`config.mk`:
```
export PLATFORM = sky130hd
export DESIGN_NAME = uart_rx_fifo
export DESIGN_NICKNAME = d
export VERILOG_FILES = /design/src/rtl/uart_rx_fifo.sv
export SDC_FILE = /design/constraint.sdc
export NUM_CORES = 1
export LEC_CHECK = 0
export ABC_AREA = 1
export CAP_MARGIN = 5
export CORE_MARGIN = 3
export CORE_UTILIZATION = 25
export DETAILED_ROUTE_END_ITERATION = 8
export SLEW_MARGIN = 10
export SYNTH_ARGS = -nofsm -noshare
export SYNTH_HDL_FRONTEND = slang
export SYNTH_SLANG_ARGS = --single-unit
export TNS_END_PERCENT = 30
```
`constraint.sdc`:
```
create_clock -name clk -period 3.15 [get_ports clk]
set_input_delay 0.315 -clock clk [delete_from_list [all_inputs] [get_ports clk]]
set_output_delay 0.315 -clock clk [all_outputs]
set_load 0.01 [all_outputs]
```
`src/rtl/uart_rx_fifo.sv`:
```
// UART receiver with configurable frame format, 3-sample majority voting,
// sticky error flags and a ready/valid output FIFO.
module uart_rx_fifo #(
  parameter int CLKS_PER_BIT = 435,
  parameter int DATA_BITS    = 8,
  parameter int PARITY       = 0,
  parameter int STOP_BITS    = 1,
  parameter int FIFO_DEPTH   = 4
) (
  input  logic                 clk,
  input  logic                 nRst,
  input  logic                 rx,
  output logic [DATA_BITS-1:0] rd_data,
  output logic                 rd_valid,
  input  logic                 rd_ready,
  output logic                 parity_err,
  output logic                 frame_err,
  output logic                 overflow,
  input  logic                 err_clr
);

  localparam int CNT_W = $clog2(CLKS_PER_BIT);
  localparam int PTR_W = $clog2(FIFO_DEPTH);

  localparam logic [CNT_W-1:0] MID    = CNT_W'(CLKS_PER_BIT / 2);
  localparam logic [CNT_W-1:0] MID_M1 = CNT_W'(CLKS_PER_BIT / 2 - 1);
  localparam logic [CNT_W-1:0] MID_P1 = CNT_W'(CLKS_PER_BIT / 2 + 1);
  localparam logic [CNT_W-1:0] LAST   = CNT_W'(CLKS_PER_BIT - 1);
  localparam logic [3:0]       DATA_LAST = 4'(DATA_BITS - 1);
  localparam logic [3:0]       STOP_LAST = 4'(STOP_BITS - 1);
  localparam logic             ODD_MODE  = (PARITY == 1);
  localparam logic [PTR_W:0]   DEPTH_CNT = (PTR_W+1)'(FIFO_DEPTH);

  localparam logic [2:0] S_IDLE   = 3'd0;
  localparam logic [2:0] S_START  = 3'd1;
  localparam logic [2:0] S_DATA   = 3'd2;
  localparam logic [2:0] S_PARITY = 3'd3;
  localparam logic [2:0] S_STOP   = 3'd4;
  localparam logic [2:0] S_BREAK  = 3'd5;

  function automatic logic majority(input logic a, input logic b, input logic c);
    return (a & b) | (a & c) | (b & c);
  endfunction

  logic                 r_rx_meta;
  logic                 r_rx_s;
  logic                 r_rx_prev;
  logic [1:0]           r_init;
  logic [2:0]           r_state;
  logic [CNT_W-1:0]     r_baud;
  logic [3:0]           r_bit_cnt;
  logic [DATA_BITS-1:0] r_shift;
  logic                 r_bad;
  logic                 r_v0;
  logic                 r_v1;

  logic                 w_vote;
  logic                 w_resolve;
  logic                 w_last_stop;
  logic                 w_push;
  logic                 w_set_perr;
  logic                 w_set_ferr;

  // r_rx_prev only reports a high line once the synchroniser holds real samples,
  // so a line already low when reset releases never looks like a start edge.
  always_ff @(posedge clk or posedge nRst) begin
    if (nRst) begin
      r_rx_meta <= 1'b1;
      r_rx_s    <= 1'b1;
      r_rx_prev <= 1'b0;
      r_init    <= 2'b00;
    end else begin
      r_rx_meta <= rx;
      r_rx_s    <= r_rx_meta;
      r_init    <= {r_init[0], 1'b1};
      r_rx_prev <= r_rx_s & r_init[1];
    end
  end

  assign w_vote      = majority(r_v0, r_v1, r_rx_s);
  assign w_resolve   = (r_baud == MID_P1);
  assign w_last_stop = (r_bit_cnt == STOP_LAST);
  assign w_push      = (r_state == S_STOP) && w_resolve && w_vote && w_last_stop && !r_bad;
  assign w_set_perr  = (r_state == S_STOP) && w_resolve && w_vote && w_last_stop && r_bad;
  assign w_set_ferr  = (r_state == S_STOP) && w_resolve && !w_vote;

  always_ff @(posedge clk or posedge nRst) begin
    if (nRst) begin
      r_state   <= S_IDLE;
      r_baud    <= '0;
      r_bit_cnt <= '0;
      r_shift   <= '0;
      r_bad     <= 1'b0;
      r_v0      <= 1'b1;
      r_v1      <= 1'b1;
    end else begin
      case (r_state)
        S_IDLE: begin
          r_baud    <= '0;
          r_bit_cnt <= '0;
          r_bad     <= 1'b0;
          if (r_rx_prev && !r_rx_s) r_state <= S_START;
        end
        S_BREAK: begin
          r_baud <= '0;
          if (r_rx_s) r_state <= S_IDLE;
        end
        default: begin
          r_baud <= (r_baud == LAST) ? '0 : r_baud + 1'b1;
          if (r_baud == MID_M1) r_v0 <= r_rx_s;
          if (r_baud == MID)    r_v1 <= r_rx_s;
          // State changes happen at the resolve point; the following bit's
          // votes only come at its own mid-point, after the counter wraps.
          if (w_resolve) begin
            case (r_state)
              S_START: r_state <= w_vote ? S_IDLE : S_DATA;
              S_DATA: begin
                r_shift <= {w_vote, r_shift[DATA_BITS-1:1]};
                if (r_bit_cnt == DATA_LAST) begin
                  r_bit_cnt <= '0;
                  r_state   <= (PARITY != 0) ? S_PARITY : S_STOP;
                end else begin
                  r_bit_cnt <= r_bit_cnt + 4'd1;
                end
              end
              S_PARITY: begin
                if ((^r_shift ^ w_vote) != ODD_MODE) r_bad <= 1'b1;
                r_state <= S_STOP;
              end
              S_STOP: begin
                if (!w_vote) begin
                  r_state <= S_BREAK;
                end else if (w_last_stop) begin
                  r_state <= S_IDLE;
                  r_baud  <= '0;
                end else begin
                  r_bit_cnt <= r_bit_cnt + 4'd1;
                end
              end
              default: r_state <= S_IDLE;
            endcase
          end
        end
      endcase
    end
  end

  logic [DATA_BITS-1:0] r_mem [FIFO_DEPTH];
  logic [PTR_W-1:0]     r_wr_ptr;
  logic [PTR_W-1:0]     r_rd_ptr;
  logic [PTR_W:0]       r_count;
  logic                 w_full;
  logic                 w_pop;
  logic                 w_wr;
  logic                 w_ovf;

  assign w_full   = (r_count == DEPTH_CNT);
  assign rd_valid = (r_count != '0);
  assign rd_data  = r_mem[r_rd_ptr];
  assign w_pop    = rd_valid & rd_ready;
  assign w_wr     = w_push & (!w_full | w_pop);
  assign w_ovf    = w_push & w_full & !w_pop;

  // When full, a simultaneous pop frees the head slot that the write lands in.
  always_ff @(posedge clk or posedge nRst) begin
    if (nRst) begin
      for (int i = 0; i < FIFO_DEPTH; i++) r_mem[i] <= '0;
      r_wr_ptr <= '0;
      r_rd_ptr <= '0;
      r_count  <= '0;
    end else begin
      if (w_wr) begin
        r_mem[r_wr_ptr] <= r_shift;
        r_wr_ptr        <= r_wr_ptr + 1'b1;
      end
      if (w_pop) r_rd_ptr <= r_rd_ptr + 1'b1;
      case ({w_wr, w_pop})
        2'b10:   r_count <= r_count + 1'b1;
        2'b01:   r_count <= r_count - 1'b1;
        default: r_count <= r_count;
      endcase
    end
  end

  logic r_perr;
  logic r_ferr;
  logic r_ovf;

  always_ff @(posedge clk or posedge nRst) begin
    if (nRst) begin
      r_perr <= 1'b0;
      r_ferr <= 1'b0;
      r_ovf  <= 1'b0;
    end else begin
      r_perr <= w_set_perr | (r_perr & ~err_clr);
      r_ferr <= w_set_ferr | (r_ferr & ~err_clr);
      r_ovf  <= w_ovf      | (r_ovf  & ~err_clr);
    end
  end

  assign parity_err = r_perr;
  assign frame_err  = r_ferr;
  assign overflow   = r_ovf;

endmodule

```
==> qor.yml, run 1 <==
sta:
  finalSetupTns_ns: 0
  hold-worst-slack_ns: 0.351
  skew_ns: 0.00650
  fin_crit_sh: 0.769
  fmax_mhz: 413
  setup_viol: 0
  maxSlewViolCount: 0
  worstMarginPinSlew_ns: 0.761
  min_period_ns: 2.42
  rsz0062_at_grt: "false"
  hold_viol: 0
  slew_headroom: 0.492
route:
  drc: 0
  ant_nets: 0
  drt_iter0_drc: 172
  num_vias: 2792
  drt-pass1-iter-count: 4
  wl_um: 7600
  vias_per_cell: 4.42
  routedWlPerCell_um: 12.0
hold_path:
  min_path_type: "reg -> reg"
  holdPathStages: 0
  min_to: "r_init[1]"
  hp-start: "r_init[0]"
cts:
  path_clk_slew_ns: 0.06
  root_buffer: "clkbuf_16"
  cts_inserted_buffers: 9
  clk_latency_ns: 0.33
  cts_tree: "built"
  htreeDepth: 3
  cts_buffer_depth: 2
  cts-hold-fix-buffers: 0
  postCtsSetupBuffers: 0
  ctsResizeCount: 0
  cts_sinks: 74
layout:
  syn_to_final_growth_pct: 18.5
  layout-drive-gt1-share: 0.0865
  n_antenna_cell: 0
  fin_nets: 463
global_route:
  grt_pass1_wl_um: 13600
  gr-usage-all-layers: 0.103
  grt-ovfl-total: 0
  grt_max_degree: 42
  grt_pass1_vias: 2820
  antenna_found_initial: 0
critical_path:
  r2r-start: "r_baud[0]"
  endpoint_kind: "output port"
  required_ns: 2.83
  critPathSlowestCell: "clkdlybuf4s50_1"
  path_cells: "inv_1 > o21ai_0 > o22ai_1 > clkdlybuf4s50_1"
  r2r_setup_slack_ns: 0.80
  cpLargestDelayFamily: "buffers and inverters"
  r2r_cells: 11
  crit_type: "reg -> out"
  crit_buf_inv: 2
  max_stage_delay_ns: 0.58
  startpoint_type: "flop"
  crit_arrival_ns: 2.11
  reg2reg_to: "r_count[1]"
  crit_path_max_fanout: 16
synth:
  synthTopCellsByArea: "dfrtp_1 (48%), nand2_1 (9.3%), inv_1 (5.1%), o21ai_0 (4.8%), nor2_1 (4.6%)"
  ys_top_cells_by_count: "nand2_1 (90), dfrtp_1 (70), inv_1 (50)"
  synth_fp_nets: 440
  synth-main-ff-cell: "dfrtp_1"
  yosysMostFrequentCell: "nand2_1"
  syn_area_um2: 3650
  synth_edf_count: 0
  synthArstFlopShare: 1.00
  yosys_warnings: 0
  ys_seq_elements: 74
  yosysTopAreaCellShare: 0.480
  avgSynthCellArea_um2: 8.63
  yosys.area.top_type: "dfrtp_1"
  synth_cell_types: 28
  yosysSeqAreaShare: 0.509
  syn_inst: 423
placed_design:
  gp_congestion: 0.767
  port_buffers: 16
  dp_hpwl_um: 5260
power_and_ir_drop:
  cellPowerDensity_nw_per_um2: 718
  p_leak_nw: 1.92
  ir_drop_mv: 0.453
floorplanning:
  start_util: 0.259
  pin_count: 17
  core_um2: 14100
  die_x_um: 127
  die_area_um2: 16100
  rows: 43
  die_h_um: 127
flow_run:
  max-cap-violations: 0
outcome:
  status: "finished, final reports clean"
## stage by stage
stage / power, mW / area (µm²) / utilization / setup slack (ns) / instances
after floorplan: 1.74 / 3650 / - / 0.726 / 423
after global placement: 2.06 / 4020 / 0.285 / 0.776 / 615
after detailed placement: 2.08 / 4020 / 0.285 / 0.715 / 615
after CTS: 3.15 / 4320 / 0.307 / 0.702 / 631
after global routing: 3.34 / 4320 / 0.307 / 0.570 / 631
final: 3.10 / 4320 / 0.307 / 0.727 / 631
## cell type report
type | instances | area [µm²]
Sequential cell | 74 | 1860
Clock buffer | 13 | 260
Inverter | 52 | 195
Clock inverter | 3 | 46.3
Multi-Input combinational cell | 289 | 1540
Fill cell | 1478 | 9770
Timing Repair Buffer | 20 | 203
Tap cell | 180 | 225
## logic make-up (layout without fill, tap and decap cells)
family	count (synthesis)	count (layout)	share of synthesized area
compound gates	92	92	0.132
buf+inv	60	88	0.0700
simple gates	175	175	0.223
flops	74	74	0.509
other cells	1	1	0.00103
xor+xnor	9	9	0.0216
fa+ha+maj	12	12	0.0432
## layout by cell type (no fill, tap or decap), types with 4 or more instances in the layout
master	count
nand2_1	90
dfrtp_1	70
inv_1	49
nor2_1	45
o21ai_0	35
o21ai_1	32
nand3_1	22
clkdlybuf4s50_1	16
o22ai_1	12
a21oi_1	11
ha_1	11
clkbuf_16	9
xor2_1	6
nand2_2	5
nand4_4	4
dfstp_2	4
## per-layer routing
layer	track usage	up-vias	share of wire
li1	-	1419	-
met1	0.131	1321	0.48
met2	0.171	43	0.46
met3	0.0295	9	0.047
met4	0.0328	0	0.013
met5	0	-	0
## worst max path at each step
stage	end	start	slack, ns	cells past startpoint
after floorplan	r_count[1]	r_baud[0]	0.73	11
after global placement	r_count[2]	rd_ready	0.78	11
after detailed placement	r_count[2]	rd_ready	0.71	11
after CTS	rd_data[3]	r_rd_ptr[0]	0.70	4
after global routing	r_count[1]	r_baud[0]	0.57	11
final	rd_data[3]	r_rd_ptr[0]	0.73	4
## registers in the layout (all words and copies together) (netlist names), 2 cells and up
name and cells:
r_wr_ptr 2, r_init 2, r_baud 9, r_bit_cnt 4, r_state 3, r_shift 8, r_count 3, r_rd_ptr 2
r_mem 32
## power breakdown
part / switching, mW / leakage [nW] / internal, mW
logic: 0.561 / 0.790 / 0.373
registers: 0.0948 / 0.984 / 1.04
clock network: 0.376 / 0.146 / 0.659
total: 1.03 / 1.92 / 2.07
Power figures use the tool's default switching activity.
==> run 2: changes to the inputs <==
==> constraint.sdc (replaced) <==
create_clock -name clk -period 2 [get_ports clk]
set_input_delay 0.2 -clock clk [delete_from_list [all_inputs] [get_ports clk]]
set_output_delay 0.2 -clock clk [all_outputs]
set_load 0.01 [all_outputs]
==> run 2 against run 1 <==
The flow now finishes with violations (setup timing). Via count rose by 7.3%. Global-route usage rose by 0.10 points. Critical path depth rose by 7. Sequential power rose by 57%. Setup slack got worse by 0.81 ns. Flip-flop and latch count did not move. Clock power rose by 51%. Non-clock buffer count rose by 33. Routed wire length rose by 6.0%. First-iteration DRC count fell by 7.6%. Critical path type is now reg -> reg. Largest cell class unchanged.
==> qor.yml, run 2 (synthesized netlist as in run 1, its figures left out) <==
outcome:
  status: "finished with violations"
  failed_checks: "setup timing"
route:
  ant_nets: 0
  drc: 0
  num_vias: 2995
  routedWlPerCell_um: 12.1
  drt-pass1-iter-count: 4
  drt_iter0_drc: 159
  vias_per_cell: 4.50
  wl_um: 8050
cts:
  htreeDepth: 3
  cts_buffer_depth: 2
  clk_latency_ns: 0.34
  cts_tree: "built"
  root_buffer: "clkbuf_16"
  path_clk_slew_ns: 0.06
  cts_inserted_buffers: 9
  cts-hold-fix-buffers: 0
  cts_sinks: 74
global_route:
  grt_max_degree: 52
  antenna_found_initial: 0
  grt_pass1_vias: 2923
  grt_pass1_wl_um: 13700
  gr-usage-all-layers: 0.104
  grt-ovfl-total: 0
critical_path:
  cp.depth: 11
  crit_type: "reg -> reg"
  r2r_cells: 11
  path_cells: "inv_2 > ha_4 > nand2_4 > nor2_4 > nand2_2 > nor3_4 > nand3_2 > ha_2 > inv_2 > fa_2 > o21ai_1"
  cpLargestDelayFamily: "adder cells"
  crit_path_max_fanout: 2
  cpMostUsedCell: "inv_2"
  crit_buf_inv: 2
  endpoint_kind: "flop"
  critPathSlowestCell: "fa_2"
  crit_arrival_ns: 2.34
  required_ns: 2.26
  max_stage_delay_ns: 0.42
  r2r_setup_slack_ns: -0.09
  startpoint_type: "flop"
layout:
  final_cells: 665
  final_common_cell: "nand2_1"
  fin_util: 0.329
  layout-drive-gt1-share: 0.186
  fin_nets: 497
  syn_to_final_growth_pct: 27.2
  fillers: 1481
  regMostFlops: "r_mem"
  reg.largest.list: "r_mem (32), r_baud (9), r_shift (8)"
  largest_register_ffs: 32
  n_antenna_cell: 0
  design_area_um2: 4640
  layout.cells.most_common_list: "nand2_1 (89), dfrtp_1 (69), nor2_1 (44)"
floorplanning:
  start_util: 0.259
  rows: 43
  die_x_um: 127
  die_h_um: 127
  die_area_um2: 16100
  core_um2: 14100
  pin_count: 17
sta:
  skew_ns: 0.00569
  hold_viol: 0
  fin_crit_sh: 1.04
  hold-worst-slack_ns: 0.277
  maxSlewViolCount: 0
  setup_ws_ns: -0.0855
  fmax_mhz: 479
  finalSetupTns_ns: -0.109
  rsz0062_at_grt: "true"
  setup_viol: 2
  min_period_ns: 2.09
power_and_ir_drop:
  ir_drop_mv: 0.706
  p_int_mw: 3.36
  pwr-share-clk: 0.307
  pwr-share-comb: 0.346
  p_seq_frac: 0.347
  switching_share: 0.342
  p_sw_mw: 1.75
  cellPowerDensity_nw_per_um2: 1100
  p_leak_nw: 2.10
placed_design:
  gp_congestion: 0.840
  port_buffers: 16
  dp_hpwl_um: 5520
  dp_cells: 639
  postPlaceCellArea_um2: 4210
hold_path:
  min_path_type: "in -> reg"
  holdPathStages: 1
flow_run:
  max-cap-violations: 0
-- run 2: path summary, 6_finish.rpt --
path                         startpoint          to
setup / recovery           r_bit_cnt[0]  r_count[1]
hold / removal                       rx   r_rx_meta
setup reg to reg           r_bit_cnt[0]  r_count[1]
hold reg to reg               r_init[0]   r_init[1]
max in group asynchronous          nRst        r_v1
min in group asynchronous          nRst  r_state[2]
-- run 2: area by class of cell --
class                           instances  area [µm²]  area share
Clock buffer                           10         229      0.0493
Inverter                               52         199      0.0429
Multi-Input combinational cell        290        1620       0.349
Clock inverter                          6        57.6      0.0124
Timing Repair Buffer                   53         453      0.0976
Tap cell                              180         225      0.0485
Sequential cell                        74        1860       0.400
-- run 2: routing by layer --
layer | global-route usage | share of wire | vias to the layer above | wire [µm]
met3 | 0.0362 | 0.066 | 15 | 534
met1 | 0.138 | 0.46 | 1426 | 3700
li1 | - | - | 1490 | -
met4 | 0.0353 | 0.015 | 0 | 119
met2 | 0.160 | 0.46 | 64 | 3700
met5 | 0 | 0 | - | 0
-- run 2: per-stage QoR --
stage,setup slack [ns],power (mW)
floorplan,-0.392,2.74
global placement,-0.0500,3.38
detailed placement,-0.148,3.44
CTS,-0.0547,4.99
global route,-0.179,5.46
finish,-0.0855,5.10
-- run 2: power groups by stage --
stage               clock network [mW]  logic [mW]  registers [mW]
detailed placement                   0        1.65            1.78
floorplan                            0       0.986            1.76
global placement                     0        1.61            1.78
finish                            1.57        1.77            1.77
CTS                               1.61        1.62            1.76
global route                      1.68        2.00            1.79
-- run 2: what timing repair did --
item	in CTS	in global routing
gates resized for setup	15	13
cloned	0	1
pin swaps	7	9
endpoints found under the setup margin	10	34
setup buffers	3	6
==> run 3: changes to the inputs <==
--- a/config.mk
+++ b/config.mk
@@ -6,7 +6,7 @@
 export NUM_CORES = 1
 export LEC_CHECK = 0
 export ABC_AREA = 1
-export CAP_MARGIN = 5
+export CORE_ASPECT_RATIO = 1.25
 export CORE_MARGIN = 3
 export CORE_UTILIZATION = 25
 export DETAILED_ROUTE_END_ITERATION = 8
==> run 3 against run 2 <==
The run still ends with setup timing left. First-iteration DRC count grew 3.8%. Clock-buffer cell count up 1. Routed wire length shrank 2.1%. Maximum frequency increased by 2.2%. Die area barely moved. Core utilization grew 0.48 points. Clock power is 25% higher.
==> qor.yml, run 3 (synthesized netlist as in run 1, its figures left out) <==
route:
  vias_per_cell: 4.49
  wl_um: 7880
  routedWlPerCell_um: 12.0
  ant_nets: 0
  drt_iter0_drc: 165
  num_vias: 2957
  drc: 0
  drt-pass1-iter-count: 4
placed_design:
  dp_cells: 633
  gp_congestion: 0.807
  port_buffers: 16
  dp_hpwl_um: 5500
  postPlaceCellArea_um2: 4190
critical_path:
  crit_path_max_fanout: 2
  crit_buf_inv: 2
  endpoint_kind: "flop"
  required_ns: 2.26
  max_stage_delay_ns: 0.44
  path_cells: "inv_2 > ha_4 > nand2_4 > nor2_4 > nand2_2 > nor3_4 > nand3_2 > ha_2 > inv_2 > fa_2 > o21ai_2"
  critPathSlowestCell: "fa_2"
  cpMostUsedCell: "inv_2"
  crit_type: "reg -> reg"
  startpoint_type: "flop"
  cpLargestDelayFamily: "adder cells"
  crit_arrival_ns: 2.30
floorplanning:
  die_x_um: 114
  core_um2: 14100
  pin_count: 17
  die_h_um: 141
  die_area_um2: 16100
  start_util: 0.260
  rows: 48
hold_path:
  min_path_type: "in -> async"
layout:
  n_antenna_cell: 0
  final_cells: 659
  syn_to_final_growth_pct: 28.7
  fin_util: 0.334
  seqCellArea_um2: 1860
  layout-drive-gt1-share: 0.190
  largest_register_ffs: 32
  layout.cells.most_common_list: "nand2_1 (89), dfrtp_1 (70), nor2_1 (43)"
  multi_input_area_um2: 1610
  fillers: 1439
  fin_nets: 496
  reg.largest.list: "r_mem (32), r_baud (9), r_shift (8)"
  regMostFlops: "r_mem"
  design_area_um2: 4700
  final_common_cell: "nand2_1"
sta:
  finalSetupTns_ns: -0.0397
  fmax_mhz: 490
  fin_crit_sh: 1.02
  setup_viol: 1
  setup_ws_ns: -0.0397
  skew_ns: 0.00589
  hold_viol: 0
  min_period_ns: 2.04
  maxSlewViolCount: 0
  rsz0062_at_grt: "true"
global_route:
  gr-usage-all-layers: 0.104
  antenna_found_initial: 0
  grt_pass1_wl_um: 13600
  grt_max_degree: 24
  grt-ovfl-total: 0
  grt_pass1_vias: 2872
power_and_ir_drop:
  ir_drop_mv: 0.644
  cellPowerDensity_nw_per_um2: 1180
  p_leak_nw: 2.13
cts:
  cts_tree: "built"
  cts_sinks: 74
  cts_buffer_depth: 2
  clk_latency_ns: 0.33
  root_buffer: "clkbuf_16"
  path_clk_slew_ns: 0.05
  cts_inserted_buffers: 9
  htreeDepth: 3
flow_run:
  max-cap-violations: 0
outcome:
  failed_checks: "setup timing"
  status: "finished with violations"
run 3: cell types whose count changed in the layout (fill, tap and decap cells not counted), sizes merged:
cell    previous run  this run
bufinv             1         4
clkbuf            10        11
clkinv             4         1
inv               51        50
nand4              6         5
run 3: what timing repair did:
action	CTS	global route
hold buffers	0	0
gates resized for setup	18	12
pin swaps	6	10
endpoints found under the setup margin	10	14
setup buffers	7	3
run 3: power by group:
group	internal (mW)	total [mW]	switching (mW)	leakage, nW
clock	1.38	1.97	0.598	0.180
combinational	0.794	1.84	1.04	0.966
sequential	1.64	1.75	0.109	0.984
total	3.81	5.56	1.75	2.13
run 3: path summary, 6_finish.rpt:
check,from,slack (ns),end,cells after the start
max,r_bit_cnt[1],-0.04,r_count[1],11
min,nRst,0.22,r_bit_cnt[0],2
max reg2reg,r_bit_cnt[1],-0.04,r_count[1],11
min reg2reg,r_init[0],0.35,r_init[1],0
max in group asynchronous,nRst,1.18,r_mem[15],3
min in group clk,rx,0.27,r_rx_meta,1
run 3: area by class of cell:
type,instances,share of cell area
repair buffers,53,0.0946
clock buffers,11,0.0517
multi-input cells,289,0.342
inverters,52,0.0432
clock inverters,5,0.0266
well taps,175,0.0466
flip-flops and latches,74,0.395
run 3: metal layers:
| metal | vias up | global-route usage | part of all wire |
|---|---|---|---|
| met3 | 9 | 0.0288 | 0.028 |
| met2 | 35 | 0.180 | 0.52 |
| met1 | 1422 | 0.125 | 0.44 |
| met4 | 0 | 0.0319 | 0.011 |
| met5 | - | 0 | 0 |
| li1 | 1491 | - | - |
run 3: metrics by stage:
step	worst slack [ns]	hold WS (ns)	power, mW
global route	-0.118	0.254	5.93
global placement	-0.0385	0.339	3.37
CTS	-0.0662	0.230	5.49
detailed placement	-0.0936	0.341	3.43
floorplan	-0.392	0.204	2.74
finish	-0.0397	0.224	5.56
run 3: worst register-to-register path, stage by stage, from the launching register on:
cell     delay, ns
dfrtp_1       0.38
inv_2         0.08
ha_4          0.14
nand2_4       0.04
nor2_4        0.11
nand2_2       0.08
nor3_4        0.22
nand3_2       0.11
ha_2          0.19
inv_2         0.06
fa_2          0.44
o21ai_2       0.11
